<file path="src/rtl/jstk2_spi_responder_if.sv">
// SPI bus between a joystick SPI master and the JSTK2 responder (mode 0).
interface jstk2_spi_responder_if;
  logic SCLK;
  logic SS;
  logic MOSI;
  logic MISO;

  modport master (output SCLK, output SS, output MOSI, input MISO);
  modport slave  (input SCLK, input SS, input MOSI, output MISO);
endinterface

</file>
<file path="src/rtl/jstk2_spi_responder.sv">
// Pmod JSTK2 emulator: SPI responder that returns the 5-byte joystick packet
// and decodes the master's command bytes, including set-LED (0x84).
module jstk2_spi_responder (
  input  logic                       clk,
  input  logic                       rst,
  jstk2_spi_responder_if.slave       spi,
  input  logic [9:0]                 x_val,
  input  logic [9:0]                 y_val,
  input  logic [1:0]                 btn,
  output logic [7:0]                 cmd_byte,
  output logic [7:0]                 led_r,
  output logic [7:0]                 led_g,
  output logic [7:0]                 led_b,
  output logic                       led_valid,
  output logic                       frame_done
);

  typedef enum logic {IDLE, ACTIVE} state_t;

  state_t      state, state_nxt;
  logic        sclk_p0, sclk_p1, sclk_p2;
  logic        ss_p0, ss_p1, ss_p2;
  logic        mosi_p0, mosi_p1;
  logic        sclk_rise, sclk_fall, ss_rise, ss_fall;
  logic        start_frame, end_frame, shift_in, shift_out;
  logic [39:0] tx;
  logic [7:0]  rx, rx_byte, sh_r, sh_g;
  logic [2:0]  bit_cnt, byte_cnt;
  logic        miso_q;

  // p0/p1: two-flop synchronisers; p2: history stage for edge detection.
  // These track the pins continuously so a reset never fabricates an edge.
  always_ff @(posedge clk) begin
    sclk_p0 <= spi.SCLK;
    sclk_p1 <= sclk_p0;
    sclk_p2 <= sclk_p1;
    ss_p0   <= spi.SS;
    ss_p1   <= ss_p0;
    ss_p2   <= ss_p1;
    mosi_p0 <= spi.MOSI;
    mosi_p1 <= mosi_p0;
  end

  assign sclk_rise = sclk_p1 & ~sclk_p2;
  assign sclk_fall = ~sclk_p1 & sclk_p2;
  assign ss_rise   = ss_p1 & ~ss_p2;
  assign ss_fall   = ~ss_p1 & ss_p2;
  assign rx_byte   = {rx[6:0], mosi_p1};

  // Frame state register.
  always_ff @(posedge clk) begin
    if (rst) state <= IDLE;
    else     state <= state_nxt;
  end

  // Next state and per-cycle action strobes; SS deassertion masks any SCLK edge.
  always_comb begin
    state_nxt   = state;
    start_frame = 1'b0;
    end_frame   = 1'b0;
    shift_in    = 1'b0;
    shift_out   = 1'b0;
    case (state)
      IDLE: begin
        if (ss_fall) begin
          start_frame = 1'b1;
          state_nxt   = ACTIVE;
        end
      end
      ACTIVE: begin
        if (ss_rise) begin
          end_frame = 1'b1;
          state_nxt = IDLE;
        end else begin
          shift_in  = sclk_rise;
          shift_out = sclk_fall;
        end
      end
      default: state_nxt = IDLE;
    endcase
  end

  // Packet and receive shift registers plus LED shadow bytes.
  always_ff @(posedge clk) begin
    if (start_frame)
      tx <= {x_val[7:0], 6'b0, x_val[9:8], y_val[7:0], 6'b0, y_val[9:8], 6'b0, btn};
    else if (shift_out)
      tx <= {tx[38:0], 1'b0};
    if (shift_in) begin
      rx <= rx_byte;
      if (bit_cnt == 3'd7) begin
        case (byte_cnt)
          3'd1:    sh_r <= rx_byte;
          3'd2:    sh_g <= rx_byte;
          default: ;
        endcase
      end
    end
  end

  // MISO, bit/byte counters, command decode and output strobes.
  always_ff @(posedge clk) begin
    if (rst) begin
      miso_q     <= 1'b0;
      bit_cnt    <= 3'd0;
      byte_cnt   <= 3'd0;
      cmd_byte   <= 8'h00;
      led_r      <= 8'h00;
      led_g      <= 8'h00;
      led_b      <= 8'h00;
      led_valid  <= 1'b0;
      frame_done <= 1'b0;
    end else begin
      led_valid  <= 1'b0;
      frame_done <= end_frame;
      if (start_frame) begin
        miso_q   <= x_val[7];
        bit_cnt  <= 3'd0;
        byte_cnt <= 3'd0;
      end else if (end_frame) begin
        miso_q <= 1'b0;
      end else begin
        if (shift_out) miso_q <= tx[38];
        if (shift_in) begin
          bit_cnt <= bit_cnt + 3'd1;
          if (bit_cnt == 3'd7) begin
            if (byte_cnt != 3'd5) byte_cnt <= byte_cnt + 3'd1;
            case (byte_cnt)
              3'd0: cmd_byte <= rx_byte;
              3'd3: begin
                if (cmd_byte == 8'h84) begin
                  led_r     <= sh_r;
                  led_g     <= sh_g;
                  led_b     <= rx_byte;
                  led_valid <= 1'b1;
                end
              end
              default: ;
            endcase
          end
        end
      end
    end
  end

  assign spi.MISO = miso_q;

endmodule
</file>
<file path="src/flat_wrapper.sv">
// flat-port wrapper written by rule: the top's interface ports become plain ports
module jstk2_spi_responder_flat 
  (clk, rst, x_val, y_val, btn, cmd_byte, led_r, led_g, led_b, led_valid, frame_done, spi_SCLK, spi_SS, spi_MOSI, spi_MISO);
  jstk2_spi_responder_if spi_i ();
  input  logic clk;
  input  logic rst;
  input  logic [9:0] x_val;
  input  logic [9:0] y_val;
  input  logic [1:0] btn;
  output logic [7:0] cmd_byte;
  output logic [7:0] led_r;
  output logic [7:0] led_g;
  output logic [7:0] led_b;
  output logic led_valid;
  output logic frame_done;
  input wire logic [$bits(spi_i.SCLK)-1:0] spi_SCLK;
  input wire logic [$bits(spi_i.SS)-1:0] spi_SS;
  input wire logic [$bits(spi_i.MOSI)-1:0] spi_MOSI;
  output wire logic [$bits(spi_i.MISO)-1:0] spi_MISO;
  assign spi_i.SCLK = spi_SCLK;
  assign spi_i.SS = spi_SS;
  assign spi_i.MOSI = spi_MOSI;
  assign spi_MISO = spi_i.MISO;
  jstk2_spi_responder u_core (.clk(clk), .rst(rst), .spi(spi_i), .x_val(x_val), .y_val(y_val), .btn(btn), .cmd_byte(cmd_byte), .led_r(led_r), .led_g(led_g), .led_b(led_b), .led_valid(led_valid), .frame_done(frame_done));
endmodule
</file>
<file path="config.mk">
export PLATFORM = sky130hd
export DESIGN_NAME = jstk2_spi_responder_flat
export DESIGN_NICKNAME = d
export VERILOG_FILES = /design/src/rtl/jstk2_spi_responder_if.sv /design/src/rtl/jstk2_spi_responder.sv /design/src/flat_wrapper.sv
export SDC_FILE = /design/constraint.sdc
export NUM_CORES = 1
export LEC_CHECK = 0
export ABC_AREA = 1
export BUFFER_PORTS_ARGS = -buffer_cell sky130_fd_sc_hd__buf_4
export CAP_MARGIN = 20
export CELL_PAD_IN_SITES_DETAIL_PLACEMENT = 1
export CELL_PAD_IN_SITES_GLOBAL_PLACEMENT = 1
export CORE_AREA = 2 2 148 78
export CTS_BUF_LIST = sky130_fd_sc_hd__clkbuf_16
export CTS_CLUSTER_SIZE = 10
export DETAILED_ROUTE_END_ITERATION = 8
export DIE_AREA = 0 0 150 80
export PLACE_DENSITY = 0.82
export SYNTH_ARGS = -nofsm -noshare
export SYNTH_HDL_FRONTEND = slang
export SYNTH_SLANG_ARGS = --single-unit
</file>
<file path="constraint.sdc">
create_clock -name clk -period 2.5 [get_ports clk]
set_input_delay 0.375 -clock clk [delete_from_list [all_inputs] [get_ports clk]]
set_output_delay 0.375 -clock clk [all_outputs]
set_load 0.02 [all_outputs]
</file>
==> metrics list, run 1 <==
- The flow ran to the end, and the final reports show no timing, DRC or antenna violations.
- Wirelength per Cell: around 15 um
- Buffers from clock root to sink, at most: 2
- CTS tree: done
- Number of sinks driven by the clock tree: 112
* Net count of the mapped netlist: 529
- Detailed-routed wire length on met2: 4.918 mm
- The analysis attributes to cell leakage a power of 2.391 nW.
- The die is about 150 um wide.
* Most frequent standard cell in the layout excluding fill and tap cells: nand2_1
- IO Count: 62
- Final period utilization: about 82%
* Number of vias per cell: 4.768
- Buffers inserted to repair hold after CTS numbered 0.
- Post-Syn Area: 0.004481 mm^2
- Post-Route Utilization: 50.49%
- Max-cap violations in this run came to 0.
* Final antenna diode count: 0
- Filler cell count in the final layout: about 1300
- The netlist uses 26 different library cells.
- Clk Latency, worst-skew pair: 0.34 ns
- Cell row count: 27
- Worst setup SP type: register
- DRC violations left: 0
* Core Box Area: 0.01068 mm^2
- Global routing used 19.17% of the available tracks across all layers.
* Antenna Nets Post-Route: 0
* Post-DP HPWL: 7.611 mm
- Highest ir drop seen on vdd: roughly 0.33 mV
- Starting DRT DRC Count: 220
- Unrepaired setup endpoints after global routing: no
- Each instance of the synthesized netlist takes up on average around 9.1 um^2.
* Number of H-tree levels: 3
- Hold Violations, Final: 0
* Die area: 0.01200 mm^2
* WP data arrival: 2.03 ns
* Portion of the post-synthesis area used by sequential elements: 59.87%
- Summed over all nets, wire length on met3 after detailed routing comes to 525 um.
- The worst setup path is captured at a register.
- For the pin with the worst max-slew slack, the measured transition is around 0.70 ns.
- STA puts the critical path data required time at 2.48 ns.
- Highest metal layer with signal wires: met4
- Largest net degree at the start of global routing: 31
* Synth Instances: 495
- After clock tree synthesis, the clock-pin slew on the worst setup and hold paths is 0.07 ns.
* Max Clock Skew: approximately 0.0046 ns
* Placer's final routability congestion estimate: 0.8291
- Number of setup violations in the final report: 0
- For the final routed database, the setup TNS stands at 0 ns.
* Vias after detailed routing: 3347
- The number of antenna violations at the first check in global routing came to 0.
- Initial standard-cell utilization of the core: 41.97%
* Port buffer count: 61
- For the finished layout, the period the worst path requires is 2.051 ns.
- Proportion of layout cells with a drive suffix above 1: 18.13%
- Start-to-end type of the worst setup path: register to register
- The via count of the first global-routing pass was 3435.
* Routed length on met1: 5.256 mm
- Pwr dens: around 690 mW/mm^2
* Die H: about 80 um
- Drt total wl: 10.83 mm
* Top achievable clock speed: 487.7 MHz
* Num CTS Buffers: 9
* Post-CTS Resized: 0
- The first global-routing pass estimated between 15 and 20 mm of wire.
- In this run the post-CTS setup repair buffer count came out at 0.
- Worst hold path class: primary input to register
- During synthesis, Yosys emitted a total of 0 warnings.
- Max-Slew Margin vs Limit: 53.07%
* # nets final: 586
- From synthesis to final layout, the design area changed by 20.30%.
* Most used cells in the layout excluding fill and tap cells: 90 x nand2_1, 89 x nor2_1, 82 x inv_1
- The synthesized design contains 112 register bits.
- First-pass DRT Iterations: 4
- The number of slew-limit violations in the final report was 0.
* Max FO, Critical Path: 12
* Total overflow reported by the global router: 0
- Root cell of the clock tree: clkbuf_16
## cell families after synthesis
| kind of cell | count (synthesis) | synth area share (%) |
|---|---|---|
| buffers and inverters | 114 | 10.36 |
| AO/OA/AOI/OAI | 46 | 6.618 |
| adder cells (fa/ha/maj) | 7 | 1.955 |
| AND/OR/NAND/NOR | 216 | 21.20 |
| flip-flops | 112 | 59.87 |
## stage by stage
step / power (mW) / hold slack [ns] / setup WS (ns) / cell area, um^2 / instances
detailed placement: 2.197 / 0.3135 / 0.4242 / 5069 / 686
finish: 3.698 / 0.1304 / 0.4494 / 5390 / 702
floorplan: 2.121 / 0.3096 / 0.6081 / 4481 / 495
CTS: 3.726 / 0.1226 / 0.4210 / 5390 / 702
global placement: 2.186 / 0.3109 / 0.6413 / 5069 / 686
global route: 3.835 / 0.1140 / 0.2562 / 5390 / 702
## per-layer routing
metal	track usage, %	vias to the layer above
met3	4.971	12
met2	30.55	77
li1	-	1663
met5	0	-
met1	25.68	1595
met4	5.943	0
## report_power, final
part	switching [mW]	total [mW]	leakage [nW]	internal, mW
logic	0.105	0.180	1.28	0.0747
registers	0.0284	1.98	0.963	1.95
clock network	0.662	1.54	0.148	0.879
## synth_stat cells
cell | count | area [um^2]
nand2_1 | 90 | 337.8
nor2_1 | 89 | 334.1
inv_1 | 82 | 307.8
dfxtp_1 | 68 | 1361
edfxtp_1 | 44 | 1321
nand4_1 | 25 | 156.4
o21ai_0 | 19 | 95.09
a22o_1 | 17 | 148.9
buf_2 | 9 | 45.04
clkbuf_1 | 9 | 33.78
a21oi_1 | 8 | 40.04
inv_2 | 8 | 30.03
ha_1 | 7 | 87.58
nand3_1 | 4 | 20.02
buf_4 | 2 | 15.01
buf_6 | 2 | 22.52
nand3_4 | 2 | 35.03
nor2_2 | 2 | 12.51
clkinv_1 | 1 | 3.750
inv_4 | 1 | 6.260
nand2_2 | 1 | 6.260
nand2_4 | 1 | 11.26
nor2_8 | 1 | 20.02
nor3_4 | 1 | 16.27
o21a_1 | 1 | 7.510
o21ai_1 | 1 | 5.000
## layout make-up
class | instances | area [um^2] | share of cell area, %
repair buffers | 68 | 523.0 | 9.703
flip-flops and latches | 112 | 2683 | 49.77
multi-input cells | 269 | 1334 | 24.74
clock buffers | 9 | 225.2 | 4.178
well taps | 145 | 181.4 | 3.366
inverters | 92 | 347.8 | 6.453
clock inverters | 7 | 96.34 | 1.787
## worst max-delay path: stages, from the launching register on
cell,delay (ns)
dfxtp_1,0.36
ha_1,0.16
ha_1,0.16
inv_1,0.10
nor2_8,0.23
nand2_1,0.11
nor2_1,0.55
## path summary, 6_finish.rpt
path         cells after the start                        to                            from  slack [ns]
max                              6  u_core.sh_r[7]$_DFFE_PP_  u_core.bit_cnt[0]$_SDFFE_PP0P_        0.45
min                              1      u_core.ss_p0$_DFF_P_                          spi_SS        0.13
max reg2reg                      6  u_core.sh_r[7]$_DFFE_PP_  u_core.bit_cnt[0]$_SDFFE_PP0P_        0.45
min reg2reg                      0    u_core.mosi_p1$_DFF_P_          u_core.mosi_p0$_DFF_P_        0.33
## flip-flops by register name, indices dropped and copies added (netlist names), 7 cells and up
register and flops:
u_core.tx 39, u_core.led_r 8, u_core.sh_r 8, u_core.sh_g 8
u_core.rx 7, u_core.led_b 8, u_core.cmd_byte 8, u_core.led_g 8
No activity file was read; power rests on OpenSTA's default activity.
==> run 2: changes to the inputs <==
Settings changed: ABC_AREA 1 to 0, PLACE_DENSITY 0.82 to 0.79.
Clock period 2.5 ns to 1.77 ns, I/O delays scaled along.
==> metrics list, run 2 <==
- The flow ran to the end, but the final reports show violations.
- Violations in the final reports: setup timing
- Mean cell area of the mapped netlist: 12.14 um^2 (+34%)
* Ys flop type: dfxtp_1
- The highest net fanout along the worst path was 8 (-4).
- Hold slack final: 0.02004 ns (-0.1104 ns)
- Post-Route Setup TNS: -0.4570 ns (-0.4570 ns)
- Max-slew violation total from the final report: 0 (unchanged)
* Starting DRT DRC Count: 99 (-55%)
- The worst setup path is launched from a register.
- The global-route usage over all layers was 17.23% (-1.9 points).
* Proportion of layout cells with a drive suffix above 1: 27.93% (+9.8 points)
* Start-to-end type of the worst setup path: register to register
* Slowest stage cell on the critical path: dfxtp_2
- The total I/O pin count was 62 (unchanged).
- Number of violations of the max-capacitance limit: 0 (unchanged)
- Drt total wl: 10.00 mm (-7.6%)
* Max FFs per register: 39 (unchanged)
- The first-pass GRT wire length is 15.59 mm (-11%).
- Portion of the post-synthesis area used by sequential elements: 62.58% (+2.7 points)
* Highest ir drop seen on vdd: 0.5588 mV (+68%)
- Sequential share of power: 54.6% (+1.1 points)
- Area growth syn-to-layout: 27.61%
- The share of power burned in combinational logic was 4.4% (-0.5 points).
* Worst Setup End Kind: register
* Buf/Inv on CP: 2 (+1)
- Initial standard-cell utilization of the core: 40.15% (-1.8 points)
* First-pass DRT Iterations: 4 (unchanged)
* Switching share of power: 21.57% (+0.055 points)
- # nets final: 455 (-22%)
- The insertion delay to the later sink of the worst-skew pair is 0.35 ns (about the same).
* Yosys cell types: 36 (+38%)
* Port buffer count: 61 (unchanged)
- CTS clock-pin slew for the worst setup and hold paths: 0.07 ns (about the same)
* Most used cells in the layout excluding fill and tap cells: 70 x buf_4, 64 x dfxtp_1, 58 x nand2b_1
* Largest net degree at the start of global routing: 62 (+100%)
- The global-route congestion overflow total is 0 (unchanged).
* Async set or reset register ratio after synthesis: 0% (unchanged)
- Die area: 0.01200 mm^2 (unchanged)
- The part of the power in the clock network was 41.0% (-0.7 points).
- The vias per cell was 4.954 (+3.9%).
- Number of sinks driven by the clock tree: 112 (unchanged)
* Leading post-synthesis cells by instance count: 68 x dfxtp_1, 59 x nand2b_1, 44 x edfxtp_1
- Filler cell count in the final layout: 1129 (-10%)
- The critical path goes through ha_4, ha_4, nor4b_4, nand3b_1, nor4_4, buf_6, clkbuf_16, mux2i_1.
* Die H: 80 um (unchanged)
- Buffers from clock root to sink, at most: 2 (unchanged)
- The number of placement rows is 27 (unchanged).
- Top achievable clock speed: 551.5 MHz (+13%)
- Highest cell delay on the worst timing path: 0.37 ns (-0.18 ns)
- Pwr dens: 920.0 mW/mm^2 (+34%)
- Internal power consumption: 3.947 mW (+36%)
- Internal reg-to-reg setup slack: -0.04 ns (-0.49 ns)
- The net count after synthesis was 387 (-27%).
- Final period utilization: 102.4% (+20 points)
* Storage cell area: 0.002688 mm^2 (+0.19%)
* Leakage dissipation: 2.074 nW (-13%)
* Number of enable-type register cells in the synthesized netlist: 44 (unchanged)
* Final antenna diode count: 0 (unchanged)
- Top cell type by total area after synthesis: dfxtp_1
- By instance count, the cell type seen most on the critical path is ha_4.
* Post-Syn Area: 0.004287 mm^2 (-4.3%)
- The via count of the first global-routing pass was 2963 (-14%).
- The number of endpoints failing setup at the final stage was 22 (+22).
- The synthesis warning total was 0 (unchanged).
* Horizontal die dimension: 150 um (unchanged)
* Initial antenna violation count: 0 (unchanged)
* CTS tree: done
* Synth Instances: 353 (-29%)
- The residual antenna-violating net count after detailed routing was 0 (unchanged).
* WP data arrival: 2.09 ns (+0.06 ns)
- Worst hold path class: primary input to register
- Sorting the synthesized cells by area gives the leading types as dfxtp_1 32%, edfxtp_1 31%, nand2b_1 8.6%, mux2i_1 8.2%, a22o_1 4.1%.
- The final hold violation count came to 0 (unchanged).
- Most frequent standard cell in the layout excluding fill and tap cells: buf_4
* Post-DP HPWL: 6.507 mm (-15%)
* Max Clock Skew: 0.006450 ns (+0.001849 ns)
* Vias after detailed routing: 2829 (-15%)
- Leading cell type by number of instances after synthesis: dfxtp_1
* Count of state elements after synthesis: 112 (unchanged)
- The placer congestion estimate came to 0.8046 (-3.0%).
- The worst setup margin came to -0.04326 ns (-0.4926 ns).
- Root cell of the clock tree: clkbuf_16
* Number of H-tree levels: 3 (unchanged)
- Wirelength per Cell: 17.52 um (+14%)
- The area of the core is 0.01068 mm^2 (unchanged).
* Top cell family by delay on the critical path: simple AND/OR/NAND/NOR gates
- Largest register by flop count: u_core.tx
* Fraction of synthesized cell area taken by the top area cell type: 31.76% (+1.4 points)
- The minimum clock period after layout was 1.813 ns (-0.2374 ns).
- The tightest slew margin relative to the limit was 69.65% (+17 points).
* Net switching component of the power: 1.086 mW (+36%)
* Num CTS Buffers: 9 (unchanged)
* Multi-input combinational cell area: 0.001619 mm^2 (+21%)
- The worst path required time is 2.05 ns (-0.43 ns).
- The final routed DRC violation total is 0 (unchanged).
- Setup repair after global routing could not meet its margin everywhere.
- Slew at the pin closest to its max-slew limit: 0.4553 ns (-0.2460 ns)
## run 2: cell types whose count changed in the layout (fill, tap and decap cells not counted), sizes merged, moves of 23 or more
cell and change:
nor2 -85, inv -82, nand2b +61, nand2 -54, mux2i +35, nand4 -23
## run 2: path summary, 6_finish.rpt
kind | cells past startpoint | startpoint | endpoint
worst max-delay path | 8 | u_core.byte_cnt[1]$_SDFFE_PP0P_ | u_core.led_g[7]$_SDFFE_PP0P_
worst min register to register | 0 | u_core.mosi_p0$_DFF_P_ | u_core.mosi_p1$_DFF_P_
worst min-delay path | 1 | spi_SCLK | u_core.sclk_p0$_DFF_P_
worst max register to register | 8 | u_core.byte_cnt[1]$_SDFFE_PP0P_ | u_core.led_g[7]$_SDFFE_PP0P_
## run 2: layout make-up
class / count / area share [%]
Timing Repair Buffer: 78 / 12.08
Clock inverter: 7 / 1.418
Clock buffer: 9 / 4.117
Sequential cell: 112 / 49.13
Tap cell: 145 / 3.317
Inverter: 5 / 0.3431
Multi-Input combinational cell: 215 / 29.60
## run 2: kinds of logic after synthesis
logic type / Yosys count / share of synthesized area [%]
multiplexers: 35 / 8.173
adder cells (fa/ha/maj): 7 / 2.043
XOR/XNOR: 2 / 0.4087
AND/OR/NAND/NOR: 123 / 16.29
buffers and inverters: 27 / 3.035
AO/OA/AOI/OAI: 47 / 7.473
flip-flops: 112 / 62.58
## run 2: worst reg2reg max path, stage by stage, from the launching register on
cell,delay (ns)
dfxtp_2,0.37
ha_4,0.15
ha_4,0.11
nor4b_4,0.16
nand3b_1,0.17
nor4_4,0.25
buf_6,0.17
clkbuf_16,0.17
mux2i_1,0.18
## run 2: power by group through the flow
stage | registers (mW) | clock network, mW | logic [mW]
6_report | 2.75 | 2.07 | 0.221
5_1_grt | 2.75 | 2.21 | 0.241
4_1_cts | 2.75 | 2.12 | 0.215
3_5_place_dp | 2.81 | 0 | 0.214
3_3_place_gp | 2.80 | 0 | 0.205
2_1_floorplan | 2.80 | 0 | 0.124
## run 2: metal layers
metal | global-route usage [%] | vias to the layer above | routed length, um
li1 | - | 1363 | -
met4 | 4.906 | 0 | 132
met3 | 4.171 | 13 | 428
met2 | 26.53 | 61 | 4436
met1 | 24.21 | 1392 | 5006
met5 | 0 | - | 0
## run 2: timing repair
item / in CTS / in global routing
endpoints found under the hold margin: 0 / 0
hold buffers: 0 / 0
gates resized for setup: 14 / 15
gates cloned: 0 / 3
buffers inserted: 0 / 1
pin swaps: 3 / 0
endpoints found under the setup margin: 41 / 70
## run 2: stage by stage
step,total power [mW],setup slack [ns],util [%],std cells,instance area (um^2)
6_report,5.033,-0.04326,51.24,571,5470
3_5_place_dp,3.019,-0.1464,46.68,552,4984
3_3_place_gp,3.007,-0.01914,46.68,552,4984
5_1_grt,5.205,-0.1218,51.24,571,5470
4_1_cts,5.077,-0.04680,50.16,568,5355
2_1_floorplan,2.920,-0.1098,-,353,4300
==> run 3: changes to the inputs <==
Settings changed: SETUP_SLACK_MARGIN set to 0.05.
==> metrics list, run 3 (same netlist as run 2, synthesis figures left out) <==
- Result of the run: finished with violations
* Violations in the final reports: setup timing
- Total GRT Usage: 17.60% (+0.37 points)
* Final antenna diode count: 0 (unchanged)
* Clk Latency, worst-skew pair: 0.35 ns (about the same)
- Setup slack at placement: -0.08784 ns (+0.05861 ns)
* Worst setup SP type: register
- Drt total wl: 9.816 mm (-1.9%)
- The final routed DRC violation total came to 0 (unchanged).
- Slowest stage cell on the critical path: or4_1
- The number of slew-limit violations in the final report came to 0 (unchanged).
- CTS tree: done
- The highest net fanout along the worst path was 8 (unchanged).
- Max FFs per register: 39 (unchanged)
* Hold slack final: 0.01260 ns (-0.007440 ns)
* Number of violations of the max-capacitance limit: 0 (unchanged)
- Placer's final routability congestion estimate: 0.7511 (-6.6%)
* Cells along the critical path: inv_2, ha_4, nor4b_4, nand3b_1, or4_1, buf_6, mux2i_1
- The number of antenna violations at the first check in global routing came to 0 (unchanged).
- Worst Setup End Kind: register
- Worst Path Required: 2.00 ns (-0.05 ns)
- Area growth syn-to-layout: 27.00%
* Number of setup violations in the final report: 7 (-68%)
- IO Count: 62 (unchanged)
- Wire length of the first global-routing pass: 15.79 mm (+1.3%)
- Setup ws final: -0.07500 ns (-0.03174 ns)
* First-pass DRT Iterations: 4 (unchanged)
- Final period utilization: 104.2% (+1.8 points)
- The vias per cell is 4.888 (-1.3%).
- Die H: 80 um (unchanged)
- Max-Slew Margin vs Limit: 68.81% (-0.84 points)
- Horizontal die dimension: 150 um (unchanged)
- The violation count after the first detailed-routing iteration was 125 (+26%).
- The worst hold path belongs to the class primary input to register.
- Time the worst path needs with I/O delays and setup: 1.845 ns (+0.03174 ns)
- Unrepaired setup endpoints after global routing: yes
* Highest ir drop seen on vdd: 0.4144 mV (-26%)
- The clock-pin transition on the worst setup and hold timing paths is 0.07 ns (about the same).
- Root cell of the clock tree: clkbuf_16
- Total overflow reported by the global router: 0 (unchanged)
- The maximum clock path buffer count is 2 (unchanged).
- The maximum number of pins on one net before global-route repair is 62 (unchanged).
- The ratio of total power to cell area is 884.2 mW/mm^2 (-3.9%).
- The cell leakage power came to 2.070 nW (-0.21%).
* Proportion of layout cells with a drive suffix above 1: 26.64% (-1.3 points)
- The worst setup path is of the register to register kind.
- Initial standard-cell utilization of the core: 40.15% (unchanged)
- Number of H-tree levels: 3 (unchanged)
- The library cell used most frequently in the layout, excluding fill and tap cells, is buf_4.
- Slew at the pin closest to its max-slew limit: 0.4678 ns (+0.01254 ns)
* Wirelength per Cell: 17.13 um (-2.2%)
- The count of fill cells added during filler insertion is 1115 (-1.2%).
- The buffering stage count on the worst path with inverters included came to 2 (unchanged).
* Antenna Nets Post-Route: 0 (unchanged)
- The signal arrival time at the worst endpoint came to 2.08 ns (about the same).
- The placed wire-length estimate after detailed placement came to 6.367 mm (-2.2%).
- The worst setup skew after layout is 0.008009 ns (+0.001559 ns).
* Cell row count: 27 (unchanged)
- The critical path's largest stage delay came to 0.45 ns (+0.08 ns).
* Port buffer count: 61 (unchanged)
- More flip-flops sit in one register than any other, and that register is u_core.tx.
- Num CTS Buffers: 9 (unchanged)
* Die area: 0.01200 mm^2 (unchanged)
- Number of sinks driven by the clock tree: 112 (unchanged)
- Top achievable clock speed: 542.0 MHz (-1.7%)
- Core Box Area: 0.01068 mm^2 (unchanged)
- Hold Violations, Final: 0 (unchanged)
- Vias after detailed routing: 2801 (-0.99%)
* Most used cells in the layout excluding fill and tap cells: 72 x buf_4, 65 x dfxtp_1, 58 x nand2b_1
- The final net count came to 457 (+0.44%).
- Vias in the first global route: 2963 (unchanged)
- Top cell family by delay on the critical path: simple AND/OR/NAND/NOR gates
## run 3: cell types whose count changed in the layout (fill, tap and decap cells not counted), sizes merged
cell    previous run  this run
inv                9         8
bufinv             1         0
clkinv             1         3
buf               76        80
clkbuf            11         9
## run 3: through the flow
stage | cells | total power, mW | util (%) | area [um^2] | TNS (ns)
3_3_place_gp | 550 | 3.006 | 46.55 | 4970 | 0
4_1_cts | 571 | 4.850 | 50.40 | 5380 | -0.3654
6_report | 573 | 4.814 | 51.00 | 5444 | -0.4424
3_5_place_dp | 550 | 3.016 | 46.55 | 4970 | -1.367
5_1_grt | 573 | 4.996 | 51.00 | 5444 | -2.888
2_1_floorplan | 353 | 2.920 | - | 4302 | -1.756
## run 3: worst paths after layout
kind,start,to,slack (ns),cells after the start
worst max-delay path,u_core.byte_cnt[2]$_SDFFE_PP0P_,u_core.led_b[1]$_SDFFE_PP0P_,-0.07,7
worst min-delay path,spi_SCLK,u_core.sclk_p0$_DFF_P_,0.01,1
worst max register to register,u_core.byte_cnt[2]$_SDFFE_PP0P_,u_core.led_b[1]$_SDFFE_PP0P_,-0.07,7
worst min register to register,u_core.mosi_p0$_DFF_P_,u_core.mosi_p1$_DFF_P_,0.34,0
## run 3: routing by layer
metal	vias up	wire (um)	global-route usage, %
met5	-	0	0
met4	0	132	5.472
met3	11	383	4.800
met2	51	4160	26.07
met1	1375	5140	25.02
li1	1364	-	-
## run 3: area by class of cell
cell class | count | area, um^2 | area share, %
sequential | 112 | 2689 | 49.39
multi-input combinational | 215 | 1609 | 29.56
timing repair buffer | 80 | 680.7 | 12.50
clock buffer | 9 | 225.2 | 4.137
tap | 145 | 181.4 | 3.333
clock inverter | 7 | 40.04 | 0.7355
inverter | 5 | 18.77 | 0.3447
## run 3: power by group
| group | leakage, nW | switching (mW) | total, mW | internal (mW) |
|---|---|---|---|---|
| Clock | 0.133 | 0.906 | 1.85 | 0.943 |
| Combinational | 0.973 | 0.110 | 0.220 | 0.110 |
| Sequential | 0.964 | 0.0246 | 2.74 | 2.72 |
## run 3: what timing repair did
action	CTS	global route
hold buffers	0	0
setup endpoints to repair	70	78
pin swaps	2	2
cloned	3	0
setup buffers	2	2
resized for setup	15	11
